--- config.mk ---
export PLATFORM = sky130hd
export DESIGN_NAME = lmc1992_rx
export DESIGN_NICKNAME = d
export VERILOG_FILES = /design/src/rtl/lmc1992_pkg.sv /design/src/rtl/lmc1992_rx_gain.sv /design/src/rtl/lmc1992_rx.sv
export SDC_FILE = /design/constraint.sdc
export NUM_CORES = 1
export LEC_CHECK = 0
export CORE_MARGIN = 2
export CORE_UTILIZATION = 60
export DETAILED_ROUTE_END_ITERATION = 8
export PLACE_DENSITY = 0.91
export SYNTH_ARGS = -nofsm -noshare
export SYNTH_HDL_FRONTEND = slang
export SYNTH_SLANG_ARGS = --single-unit
--- constraint.sdc ---
create_clock -name clk32 -period 5.9 [get_ports clk32]
set_clock_uncertainty 0.2 [all_clocks]
set_input_delay 1.18 -clock clk32 [delete_from_list [all_inputs] [get_ports clk32]]
set_output_delay 1.18 -clock clk32 [all_outputs]
set_load 0.01 [all_outputs]
--- src/rtl/lmc1992_pkg.sv ---
// Shared constants, frame layout and gain table for the LMC1992 microwire responder.
package lmc1992_pkg;

  localparam int unsigned MW_BITS  = 11;
  localparam int unsigned CNT_W    = 4;
  localparam int unsigned SAMPLE_W = 8;
  localparam int unsigned GAIN_W   = 9;
  localparam int unsigned K_W      = 7;

  localparam logic [1:0] FRAME_ADDR = 2'b10;

  localparam logic [2:0] FN_MIX    = 3'd0;
  localparam logic [2:0] FN_BASS   = 3'd1;
  localparam logic [2:0] FN_TREBLE = 3'd2;
  localparam logic [2:0] FN_MASTER = 3'd3;
  localparam logic [2:0] FN_RIGHT  = 3'd4;
  localparam logic [2:0] FN_LEFT   = 3'd5;

  localparam logic [5:0] MASTER_MAX = 6'd40;
  localparam logic [5:0] SIDE_MAX   = 6'd20;
  localparam logic [5:0] TONE_MAX   = 6'd12;

  localparam logic [5:0] MASTER_RST = 6'd40;
  localparam logic [4:0] SIDE_RST   = 5'd20;
  localparam logic [3:0] TONE_RST   = 4'd6;
  localparam logic [1:0] MIX_RST    = 2'd1;
  localparam logic [7:0] SAMPLE_RST = 8'h80;

  typedef enum logic {
    ST_IDLE = 1'b0,
    ST_RECV = 1'b1
  } frame_state_t;

  typedef struct packed {
    logic [1:0] addr;
    logic [2:0] fn;
    logic [5:0] data;
  } mw_frame_t;

  // round(256 * 10^(-k/10)) for k = 0..60
  localparam logic [8:0] GAIN_TAB [61] = '{
    9'd256, 9'd203, 9'd162, 9'd128, 9'd102, 9'd81,  9'd64,  9'd51,
    9'd41,  9'd32,  9'd26,  9'd20,  9'd16,  9'd13,  9'd10,  9'd8,
    9'd6,   9'd5,   9'd4,   9'd3,   9'd3,   9'd2,   9'd2,   9'd1,
    9'd1,   9'd1,   9'd1,   9'd1,   9'd0,   9'd0,   9'd0,   9'd0,
    9'd0,   9'd0,   9'd0,   9'd0,   9'd0,   9'd0,   9'd0,   9'd0,
    9'd0,   9'd0,   9'd0,   9'd0,   9'd0,   9'd0,   9'd0,   9'd0,
    9'd0,   9'd0,   9'd0,   9'd0,   9'd0,   9'd0,   9'd0,   9'd0,
    9'd0,   9'd0,   9'd0,   9'd0,   9'd0
  };

  function automatic logic [5:0] clamp6(input logic [5:0] d, input logic [5:0] mx);
    return (d > mx) ? mx : d;
  endfunction

  function automatic logic [8:0] gain_of(input logic [6:0] k);
    if (k > 7'd60) return 9'd0;
    return GAIN_TAB[k[5:0]];
  endfunction

endpackage

--- src/rtl/lmc1992_rx_gain.sv ---
// Two-stage per-channel attenuator: offset removal, signed gain multiply, floor shift, offset restore.
module lmc_gain
  import lmc1992_pkg::*;
(
  input  logic                clk,
  input  logic                rst,
  input  logic                i_strobe,
  input  logic [SAMPLE_W-1:0] i_sample,
  input  logic [GAIN_W-1:0]   i_gain,
  output logic [SAMPLE_W-1:0] o_sample,
  output logic                o_valid
);

  logic [SAMPLE_W-1:0] r_s;
  logic [GAIN_W-1:0]   r_gain;
  logic                r_v1;
  logic [SAMPLE_W-1:0] r_out;
  logic                r_valid;

  logic signed [16:0] w_s_ext;
  logic signed [16:0] w_g_ext;
  logic signed [16:0] w_p;
  logic               w_unused_p;

  // Flipping the MSB turns offset-binary into two's complement and back.
  always_ff @(posedge clk or posedge rst) begin
    if (rst) begin
      r_s    <= '0;
      r_gain <= '0;
      r_v1   <= 1'b0;
    end else begin
      r_s    <= i_sample ^ 8'h80;
      r_gain <= i_gain;
      r_v1   <= i_strobe;
    end
  end

  assign w_s_ext    = 17'(signed'(r_s));
  assign w_g_ext    = signed'({8'b0, r_gain});
  assign w_p        = w_s_ext * w_g_ext;
  // Product fits 17 bits; bits [15:8] are the low byte of the floor shift.
  assign w_unused_p = ^{w_p[16], w_p[7:0]};

  always_ff @(posedge clk or posedge rst) begin
    if (rst) begin
      r_out   <= SAMPLE_RST;
      r_valid <= 1'b0;
    end else begin
      r_valid <= r_v1;
      if (r_v1) r_out <= w_p[15:8] ^ 8'h80;
    end
  end

  assign o_sample = r_out;
  assign o_valid  = r_valid;

endmodule

--- src/rtl/lmc1992_rx.sv ---
// LMC1992 microwire responder: frame receive/decode into control registers and sample attenuation.
module lmc1992_rx
  import lmc1992_pkg::*;
#(
  parameter int unsigned SYNC_STAGES = 2
) (
  input  logic       clk32,
  input  logic       res,
  input  logic       mw_clk,
  input  logic       mw_data,
  input  logic       mw_en,
  input  logic       snd_strobe,
  input  logic [7:0] snd_left_in,
  input  logic [7:0] snd_right_in,
  output logic [7:0] snd_left_out,
  output logic [7:0] snd_right_out,
  output logic       snd_valid,
  output logic [5:0] master_vol,
  output logic [4:0] left_vol,
  output logic [4:0] right_vol,
  output logic [3:0] bass,
  output logic [3:0] treble,
  output logic [1:0] mix,
  output logic       frame_ok,
  output logic       frame_err
);

  logic [SYNC_STAGES-1:0] r_clk_sync;
  logic [SYNC_STAGES-1:0] r_data_sync;
  logic [SYNC_STAGES-1:0] r_en_sync;
  logic                   r_clk_d;
  logic                   r_en_d;

  logic [MW_BITS-1:0] r_sr;
  logic [CNT_W-1:0]   r_cnt;
  frame_state_t       r_state;

  logic [5:0] r_master;
  logic [4:0] r_left;
  logic [4:0] r_right;
  logic [3:0] r_bass;
  logic [3:0] r_treble;
  logic [1:0] r_mix;
  logic       r_ok;
  logic       r_err;

  logic               w_clk_s, w_data_s, w_en_s;
  logic               w_clk_rise, w_en_rise, w_en_fall, w_shift;
  logic [MW_BITS-1:0] w_sr_nxt;
  logic [CNT_W-1:0]   w_cnt_nxt;
  mw_frame_t          w_frame;
  logic               w_frame_valid;
  frame_state_t       w_state_nxt;
  logic               w_eval;
  logic [K_W-1:0]     w_att_m, w_k_l, w_k_r;
  logic [GAIN_W-1:0]  w_gain_l, w_gain_r;
  logic               w_valid_l, w_unused_valid_r;

  // Enable syncs reset high so a frame already in progress at reset release is never entered.
  always_ff @(posedge clk32 or posedge res) begin
    if (res) begin
      r_clk_sync  <= '0;
      r_data_sync <= '0;
      r_en_sync   <= '1;
      r_clk_d     <= 1'b0;
      r_en_d      <= 1'b1;
    end else begin
      r_clk_sync  <= {r_clk_sync[SYNC_STAGES-2:0], mw_clk};
      r_data_sync <= {r_data_sync[SYNC_STAGES-2:0], mw_data};
      r_en_sync   <= {r_en_sync[SYNC_STAGES-2:0], mw_en};
      r_clk_d     <= w_clk_s;
      r_en_d      <= w_en_s;
    end
  end

  assign w_clk_s    = r_clk_sync[SYNC_STAGES-1];
  assign w_data_s   = r_data_sync[SYNC_STAGES-1];
  assign w_en_s     = r_en_sync[SYNC_STAGES-1];
  assign w_clk_rise = w_clk_s & ~r_clk_d;
  assign w_en_rise  = w_en_s & ~r_en_d;
  assign w_en_fall  = ~w_en_s & r_en_d;
  assign w_shift    = w_clk_rise & (w_en_s | r_en_d);

  // Next shift/count values include a bit arriving in the same cycle as the enable fall.
  always_comb begin
    w_sr_nxt  = r_sr;
    w_cnt_nxt = r_cnt;
    if (w_en_rise) w_cnt_nxt = '0;
    if (w_shift) begin
      w_sr_nxt = {r_sr[MW_BITS-2:0], w_data_s};
      if (w_cnt_nxt != CNT_W'(MW_BITS)) w_cnt_nxt = w_cnt_nxt + CNT_W'(1);
    end
  end

  always_ff @(posedge clk32 or posedge res) begin
    if (res) begin
      r_sr  <= '0;
      r_cnt <= '0;
    end else begin
      r_sr  <= w_sr_nxt;
      r_cnt <= w_cnt_nxt;
    end
  end

  // Frame tracker: only frames whose enable rise was seen after reset are evaluated.
  always_ff @(posedge clk32 or posedge res) begin
    if (res) r_state <= ST_IDLE;
    else     r_state <= w_state_nxt;
  end

  always_comb begin
    w_state_nxt = r_state;
    case (r_state)
      ST_IDLE: if (w_en_rise) w_state_nxt = ST_RECV;
      ST_RECV: if (w_en_fall) w_state_nxt = ST_IDLE;
      default: w_state_nxt = ST_IDLE;
    endcase
  end

  always_comb begin
    w_eval = 1'b0;
    if (r_state == ST_RECV) w_eval = w_en_fall;
  end

  assign w_frame       = mw_frame_t'(w_sr_nxt);
  assign w_frame_valid = (w_cnt_nxt == CNT_W'(MW_BITS)) && (w_frame.addr == FRAME_ADDR)
                         && (w_frame.fn <= FN_LEFT);

  always_ff @(posedge clk32 or posedge res) begin
    if (res) begin
      r_master <= MASTER_RST;
      r_left   <= SIDE_RST;
      r_right  <= SIDE_RST;
      r_bass   <= TONE_RST;
      r_treble <= TONE_RST;
      r_mix    <= MIX_RST;
      r_ok     <= 1'b0;
      r_err    <= 1'b0;
    end else begin
      r_ok  <= w_eval & w_frame_valid;
      r_err <= w_eval & ~w_frame_valid;
      if (w_eval && w_frame_valid) begin
        case (w_frame.fn)
          FN_MIX:    r_mix    <= w_frame.data[1:0];
          FN_BASS:   r_bass   <= 4'(clamp6(w_frame.data, TONE_MAX));
          FN_TREBLE: r_treble <= 4'(clamp6(w_frame.data, TONE_MAX));
          FN_MASTER: r_master <= clamp6(w_frame.data, MASTER_MAX);
          FN_RIGHT:  r_right  <= 5'(clamp6(w_frame.data, SIDE_MAX));
          FN_LEFT:   r_left   <= 5'(clamp6(w_frame.data, SIDE_MAX));
          default:   ;
        endcase
      end
    end
  end

  // Attenuation index combines master and side steps; gains read the current registers.
  assign w_att_m  = K_W'(MASTER_MAX) - K_W'(r_master);
  assign w_k_l    = w_att_m + (K_W'(SIDE_MAX) - K_W'(r_left));
  assign w_k_r    = w_att_m + (K_W'(SIDE_MAX) - K_W'(r_right));
  assign w_gain_l = gain_of(w_k_l);
  assign w_gain_r = gain_of(w_k_r);

  lmc_gain u_gain_l (
    .clk      (clk32),
    .rst      (res),
    .i_strobe (snd_strobe),
    .i_sample (snd_left_in),
    .i_gain   (w_gain_l),
    .o_sample (snd_left_out),
    .o_valid  (w_valid_l)
  );

  lmc_gain u_gain_r (
    .clk      (clk32),
    .rst      (res),
    .i_strobe (snd_strobe),
    .i_sample (snd_right_in),
    .i_gain   (w_gain_r),
    .o_sample (snd_right_out),
    .o_valid  (w_unused_valid_r)
  );

  assign snd_valid  = w_valid_l;
  assign master_vol = r_master;
  assign left_vol   = r_left;
  assign right_vol  = r_right;
  assign bass       = r_bass;
  assign treble     = r_treble;
  assign mix        = r_mix;
  assign frame_ok   = r_ok;
  assign frame_err  = r_err;

endmodule

==> results.py, run 1 <==
metrics = {
    "place": {
        "placed_area_sq_um": 10300,
        "place_inst": 1198,
        "dp_hpwl_mm": 14.6,
        "io_buffers": 66,
        "preCtsSetupSlack_ps": 974,
        "gp_congestion": 0.900,
    },
    "logic_synthesis": {
        "syn_inst": 930,
        "synth_top_area_cell": "dfrtp_1",
        "synth.distinct_cells": 68,
        "synth_area_leaders": "dfrtp_1 23%, fa_1 18%, ha_1 13%, and2_1 6.0%, inv_1 5.0%",
        "yosysWarningCount": 0,
        "ys.flop_type": "dfrtp_1",
        "avgSynthCellArea_sq_um": 10.2,
        "ys_seq_area_frac": 0.277,
        "yosysTopAreaCellShare": 0.233,
        "synth_edf_count": 0,
        "yosysMostFrequentCell": "inv_1",
        "syn_area_sq_um": 9450,
        "async_flop_share": 1.00,
        "synth.net_count": 1134,
        "ys_ff_latch": 104,
        "synth_common_cells": "127 x inv_1, 98 x ha_1, 91 x and2_1",
    },
    "clocking": {
        "cts_made_buffers": 9,
        "post_cts_resize_count": 0,
        "cts_tree": "yes",
        "cts.sinks": 104,
        "clkTransAtPathRegs_ps": 70,
        "htree_levels": 3,
        "cts_hold_buf": 0,
        "clkLatencyLatePin_ps": 360,
        "clock_path_buffers": 2,
        "cts-root-buf": "clkbuf_16",
        "post_cts_buffers": 0,
    },
    "floorplanning": {
        "start_util": 0.617,
        "core_area_sq_um": 15300,
        "rows": 45,
        "die_area_sq_um": 16800,
        "die_h_um": 130,
        "die_w_um": 130,
        "ioPinCount": 67,
    },
    "final_layout": {
        "regArea_sq_um": 2620,
        "postLayoutCoreUtil": 0.698,
        "multi_input_area_sq_um": 6310,
        "drive_gt1_frac": 0.0917,
        "fin_area_sq_um": 10700,
        "syn_to_final_growth_pct": 13.0,
        "final_cells": 1214,
        "nFillCells": 1129,
        "n_antenna_cell": 0,
        "nets": 1202,
    },
    "power": {
        "switching_power_mw": 0.517,
        "combPwrFrac": 0.170,
        "switching_share": 0.287,
        "total_power_mw": 1.80,
        "power_frac_seq": 0.456,
        "powerDensity_nw_per_um2": 169,
        "clockPowerShare": 0.375,
        "internal-power_mw": 1.29,
        "ir_worst_vdd_v": 0.000152,
        "power.leakage_nw": 5.29,
    },
    "timing": {
        "period_share": 0.841,
        "finalHoldViolCount": 0,
        "slew_headroom": 0.379,
        "setup_tns_ps": 0,
        "max_freq_ghz": 0.202,
        "setup_violations": 0,
        "layout_setup_ws_ps": 938,
        "tightest_slew_ps": 931,
        "period_minus_slack_ps": 4960,
        "whs_ps": 149,
        "slew_violations": 0,
        "rsz0062_at_grt": "false",
    },
    "flow_run": {
        "cap_viol_max_count": 0,
    },
    "global_route": {
        "antenna_found_initial": 0,
        "grt_pass1_vias": 6857,
        "grt_pass1_wl_mm": 31.8,
        "overflow": 0,
        "grt_max_degree": 77,
        "grtUsageTotal": 0.241,
    },
    "routing": {
        "drt_first_pass_iters": 5,
        "via_per_inst": 5.57,
        "ant_nets": 0,
        "wl_mm": 18.7,
        "drt_iter0_markers": 359,
        "vias": 6763,
        "drc": 0,
        "wire_per_inst_um": 15.4,
    },
    "setup_path": {
        "rr_startpoint": "u_gain_r.r_s[7]",
        "reg2regPathDepth": 14,
        "cp-start-kind": "register",
        "worstPathArrival_ps": 5010,
        "critPathMaxFanout": 7,
        "critPathCaptureType": "register",
        "r2r-end": "u_gain_r.o_sample[5]",
        "crit_required_ps": 5950,
        "critical_path_class": "reg2reg",
        "regToRegSetupSlack_ps": 940,
    },
    "outcome": {
        "status": "complete, no violations",
    },
    "hold_path": {
        "hold_path.startpoint": "r_clk_sync[0]",
        "hold_depth": 0,
        "hold_path.class": "reg2reg",
        "holdPathEnd": "r_clk_sync[1]",
    },
}
-- worst max path at each step --
stage,from,end,slack [ps]
after floorplan,u_gain_r.r_s[7],u_gain_r.o_sample[5],1230
after global placement,u_gain_r.r_s[7],u_gain_r.o_sample[5],1120
after detailed placement,u_gain_r.r_gain[0],u_gain_r.o_sample[5],970
after CTS,u_gain_r.r_s[7],u_gain_r.o_sample[5],950
after global routing,u_gain_r.r_s[7],u_gain_r.o_sample[5],730
final,u_gain_r.r_s[7],u_gain_r.o_sample[5],940
-- logic make-up after synthesis --
family                   after synthesis  share of synthesized area
AND/OR/NAND/NOR                      283                      0.165
XOR/XNOR                              51                     0.0516
buffers and inverters                138                     0.0551
flip-flops                           104                      0.277
adder cells (fa/ha/maj)              183                      0.309
multiplexers                          46                     0.0541
AO/OA/AOI/OAI                        125                     0.0880
-- worst max-delay path, stage by stage (launching register included) --
cell	delay, ps
dfrtp_1	410
inv_1	200
nor2_1	110
fa_1	510
fa_1	530
fa_1	550
inv_1	60
fa_1	550
inv_1	60
ha_1	350
a21o_1	190
a221o_1	420
a21o_1	240
a21o_1	180
a221o_1	290
-- area by class of cell --
cell class | instances | share of cell area
multi-input combinational | 688 | 0.590
sequential | 104 | 0.245
timing repair buffer | 67 | 0.0625
inverter | 128 | 0.0452
tap | 211 | 0.0247
clock buffer | 11 | 0.0237
clock inverter | 5 | 0.00796
-- registers in the layout, summed over array words and instances, names as in the netlist, 6 cells and up --
| signal | cells |
|---|---|
| u_gain_r.r_s | 8 |
| u_gain_l.r_gain | 9 |
| r_sr | 11 |
| u_gain_r.o_sample | 8 |
| u_gain_r.r_gain | 9 |
| master_vol | 6 |
| u_gain_l.o_sample | 8 |
| u_gain_l.r_s | 8 |
-- power groups by stage --
| stage | clock, mW | sequential (mW) | combinational, mW |
|---|---|---|---|
| CTS | 0.690 | 0.821 | 0.307 |
| finish | 0.676 | 0.822 | 0.306 |
| detailed placement | 0 | 0.834 | 0.303 |
| global placement | 0 | 0.832 | 0.292 |
| floorplan | 0 | 0.824 | 0.203 |
| global route | 0.715 | 0.829 | 0.344 |
-- cells in the final DEF, fill, tap and decap left out, types with 5 or more instances in the layout --
cell	n
mux2i_1	5
nand3_1	12
o21a_1	6
clkdlybuf4s50_1	66
nor4_1	5
fa_1	84
nand2b_1	13
a31oi_1	8
ha_1	98
xnor2_1	34
inv_1	126
mux2_2	41
nor3_1	16
xor2_1	14
o21ai_0	21
dfstp_2	16
and2_1	91
nor2_1	40
and3_1	10
dfrtp_1	88
a21oi_1	42
clkbuf_16	9
nand2_1	70
a21o_1	8
-- layer usage --
layer	part of all wire	vias to the layer above	GRT usage	wire length, um
li1	-	3240	-	-
met1	0.43	3326	0.305	8020
met2	0.50	167	0.418	9370
met3	0.050	30	0.0413	942
met4	0.021	0	0.0892	401
met5	0	-	0	0
Note: power is estimated with default switching activity, not from simulation.
==> run 2: changes to the inputs <==
--- a/config.mk
+++ b/config.mk
@@ -6,9 +6,9 @@
 export NUM_CORES = 1
 export LEC_CHECK = 0
 export CORE_MARGIN = 2
-export CORE_UTILIZATION = 60
+export CORE_UTILIZATION = 55
 export DETAILED_ROUTE_END_ITERATION = 8
-export PLACE_DENSITY = 0.91
+export PLACE_DENSITY = 0.88
 export SYNTH_ARGS = -nofsm -noshare
 export SYNTH_HDL_FRONTEND = slang
 export SYNTH_SLANG_ARGS = --single-unit
==> constraint.sdc (replaced) <==
create_clock -name clk32 -period 4.1 [get_ports clk32]
set_clock_uncertainty 0.2 [all_clocks]
set_input_delay 0.82 -clock clk32 [delete_from_list [all_inputs] [get_ports clk32]]
set_output_delay 0.82 -clock clk32 [all_outputs]
set_load 0.01 [all_outputs]
==> run 2 against run 1 <==
- the flow now finishes with violations (setup timing)
- largest power group unchanged
- first-iteration DRC count up 15%
- critical endpoint unchanged
- highest routed layer unchanged
- hold slack improved by 11 ps
- die area grew 8.8%
==> results.py, run 2 (synthesis results as in run 1) <==
metrics = {
    "routing": {
        "wl_mm": 22.4,
        "drc": 0,
        "vias": 7293,
        "via_per_inst": 5.58,
        "wire_per_inst_um": 17.2,
        "drt_iter0_markers": 413,
        "drt_first_pass_iters": 5,
        "ant_nets": 0,
    },
    "timing": {
        "rsz0062_at_grt": "true",
        "slew_violations": 0,
        "max_freq_ghz": 0.220,
        "setup_violations": 15,
        "slew_headroom": 0.394,
        "period_minus_slack_ps": 4550,
        "tightest_slew_ps": 906,
        "finalHoldViolCount": 0,
        "layout_setup_ws_ps": -447,
        "period_share": 1.11,
    },
    "floorplanning": {
        "start_util": 0.566,
        "core_area_sq_um": 16700,
        "ioPinCount": 67,
        "die_w_um": 135,
        "rows": 47,
        "die_h_um": 135,
        "die_area_sq_um": 18200,
    },
    "global_route": {
        "grt_pass1_vias": 7432,
        "antenna_found_initial": 0,
        "overflow": 0,
        "grtUsageTotal": 0.244,
        "grt_pass1_wl_mm": 35.6,
        "grt_max_degree": 54,
    },
    "power": {
        "powerDensity_nw_per_um2": 218,
        "power_frac_seq": 0.460,
        "internal-power_mw": 1.76,
        "switching_share": 0.315,
        "switching_power_mw": 0.811,
        "clockPowerShare": 0.338,
        "power.leakage_nw": 5.78,
        "combPwrFrac": 0.202,
        "ir_worst_vdd_v": 0.000228,
    },
    "setup_path": {
        "critPathSlowestCell": "fa_1",
        "critPathBufInv": 3,
        "crit_required_ps": 4140,
        "crit_top_cell": "fa_1",
        "worstPathArrival_ps": 4590,
        "slowest_delay_ps": 520,
        "cp_top_family": "adder cells",
        "cp-start-kind": "register",
        "crit_path_end": "u_gain_r.o_sample[5]",
        "rr_startpoint": "u_gain_r.r_s[5]",
        "reg2regPathDepth": 14,
        "critPathCaptureType": "register",
        "cp_cell_sequence": "buf_6 > and2_4 > fa_1 > fa_1 > fa_1 > inv_1 > fa_1 > inv_2 > ha_4 > and3_4 > a221o_1 > a21o_1 > a21o_1 > a221o_1",
        "worstSetupStartpoint": "u_gain_r.r_s[5]",
        "critPathMaxFanout": 6,
        "regToRegSetupSlack_ps": -450,
        "r2r-end": "u_gain_r.o_sample[5]",
        "crit_cells": 14,
        "critical_path_class": "reg2reg",
    },
    "final_layout": {
        "final_cells": 1307,
        "final_common_cell": "inv_1",
        "drive_gt1_frac": 0.253,
        "n_antenna_cell": 0,
        "top_regs": "r_sr: 11 flops, u_gain_l.r_gain: 9 flops, u_gain_r.r_gain: 9 flops",
        "multi_input_area_sq_um": 6760,
        "nets": 1286,
        "layout_common_cells": "115 x inv_1, 87 x ha_1, 80 x fa_1",
        "nFillCells": 1105,
        "syn_to_final_growth_pct": 24.8,
        "fin_area_sq_um": 11800,
        "top_register": "r_sr",
        "largest_reg_flops": 11,
        "regArea_sq_um": 2640,
    },
    "clocking": {
        "cts_hold_buf": 0,
        "cts_tree": "yes",
        "cts.sinks": 104,
        "clkTransAtPathRegs_ps": 80,
        "clkLatencyLatePin_ps": 370,
        "clock_path_buffers": 2,
        "htree_levels": 3,
        "cts_made_buffers": 9,
        "cts-root-buf": "clkbuf_16",
    },
    "place": {
        "io_buffers": 66,
        "place_inst": 1265,
        "preCtsSetupSlack_ps": -428,
        "gp_congestion": 0.869,
        "dp_hpwl_mm": 15.5,
        "placed_area_sq_um": 11000,
    },
    "outcome": {
        "violations": "setup timing",
        "status": "finished with violations",
    },
    "hold_path": {
        "hold_path.class": "reg2reg",
        "hold_depth": 0,
        "hold_path.startpoint": "r_clk_sync[0]",
    },
    "flow_run": {
        "cap_viol_max_count": 0,
    },
}
[run 2: how the worst min path moves through the flow]
stage / end / slack [ps]
after CTS: r_data_sync[1] / 160
after detailed placement: r_data_sync[1] / 140
after floorplan: r_clk_sync[1] / 130
after global routing: r_clk_sync[1] / 160
final: r_clk_sync[1] / 160
after global placement: r_clk_sync[1] / 140
[run 2: final cells by class]
class,instances,area share
tap,220,0.0233
clock inverter,7,0.00594
sequential,104,0.224
clock buffer,9,0.0191
multi-input combinational,688,0.573
inverter,128,0.0411
timing repair buffer,151,0.114
[run 2: what timing repair did]
action / CTS / global route
setup buffers: 19 / 10
pin swaps: 53 / 45
resized for setup: 56 / 44
endpoints found under the setup margin: 14 / 16
[run 2: metrics by stage]
stage / TNS, ps / total power [mW] / hold slack [ps] / util
after floorplan: -823 / 1.49 / 131 / -
after global placement: -2220 / 1.65 / 135 / 0.657
after detailed placement: -3770 / 1.67 / 140 / 0.657
after CTS: -3470 / 2.57 / 157 / 0.693
after global routing: -5450 / 2.70 / 164 / 0.706
final: -3930 / 2.57 / 159 / 0.706
[run 2: layer usage]
layer / routed length [um] / GRT usage / up-vias
li1: - / - / 3409
met1: 9160 / 0.300 / 3592
met2: 11400 / 0.432 / 220
met3: 1060 / 0.0405 / 72
met4: 801 / 0.0926 / 0
met5: 0 / 0 / -
[run 2: worst reg2reg max path, delay by kind of cell, from the launching register on]
kind	cells	cell delay [ps]
AO/OA/AOI/OAI	4	1050
adder cells (fa/ha/maj)	5	2210
buffers and inverters	3	230
flip-flops	1	450
AND/OR/NAND/NOR	2	290
[run 2: power by group through the flow]
stage | registers, mW | logic [mW] | clock network, mW
final | 1.18 | 0.519 | 0.868
after global routing | 1.19 | 0.575 | 0.927
after CTS | 1.18 | 0.499 | 0.890
after detailed placement | 1.20 | 0.473 | 0
after global placement | 1.19 | 0.455 | 0
after floorplan | 1.19 | 0.301 | 0
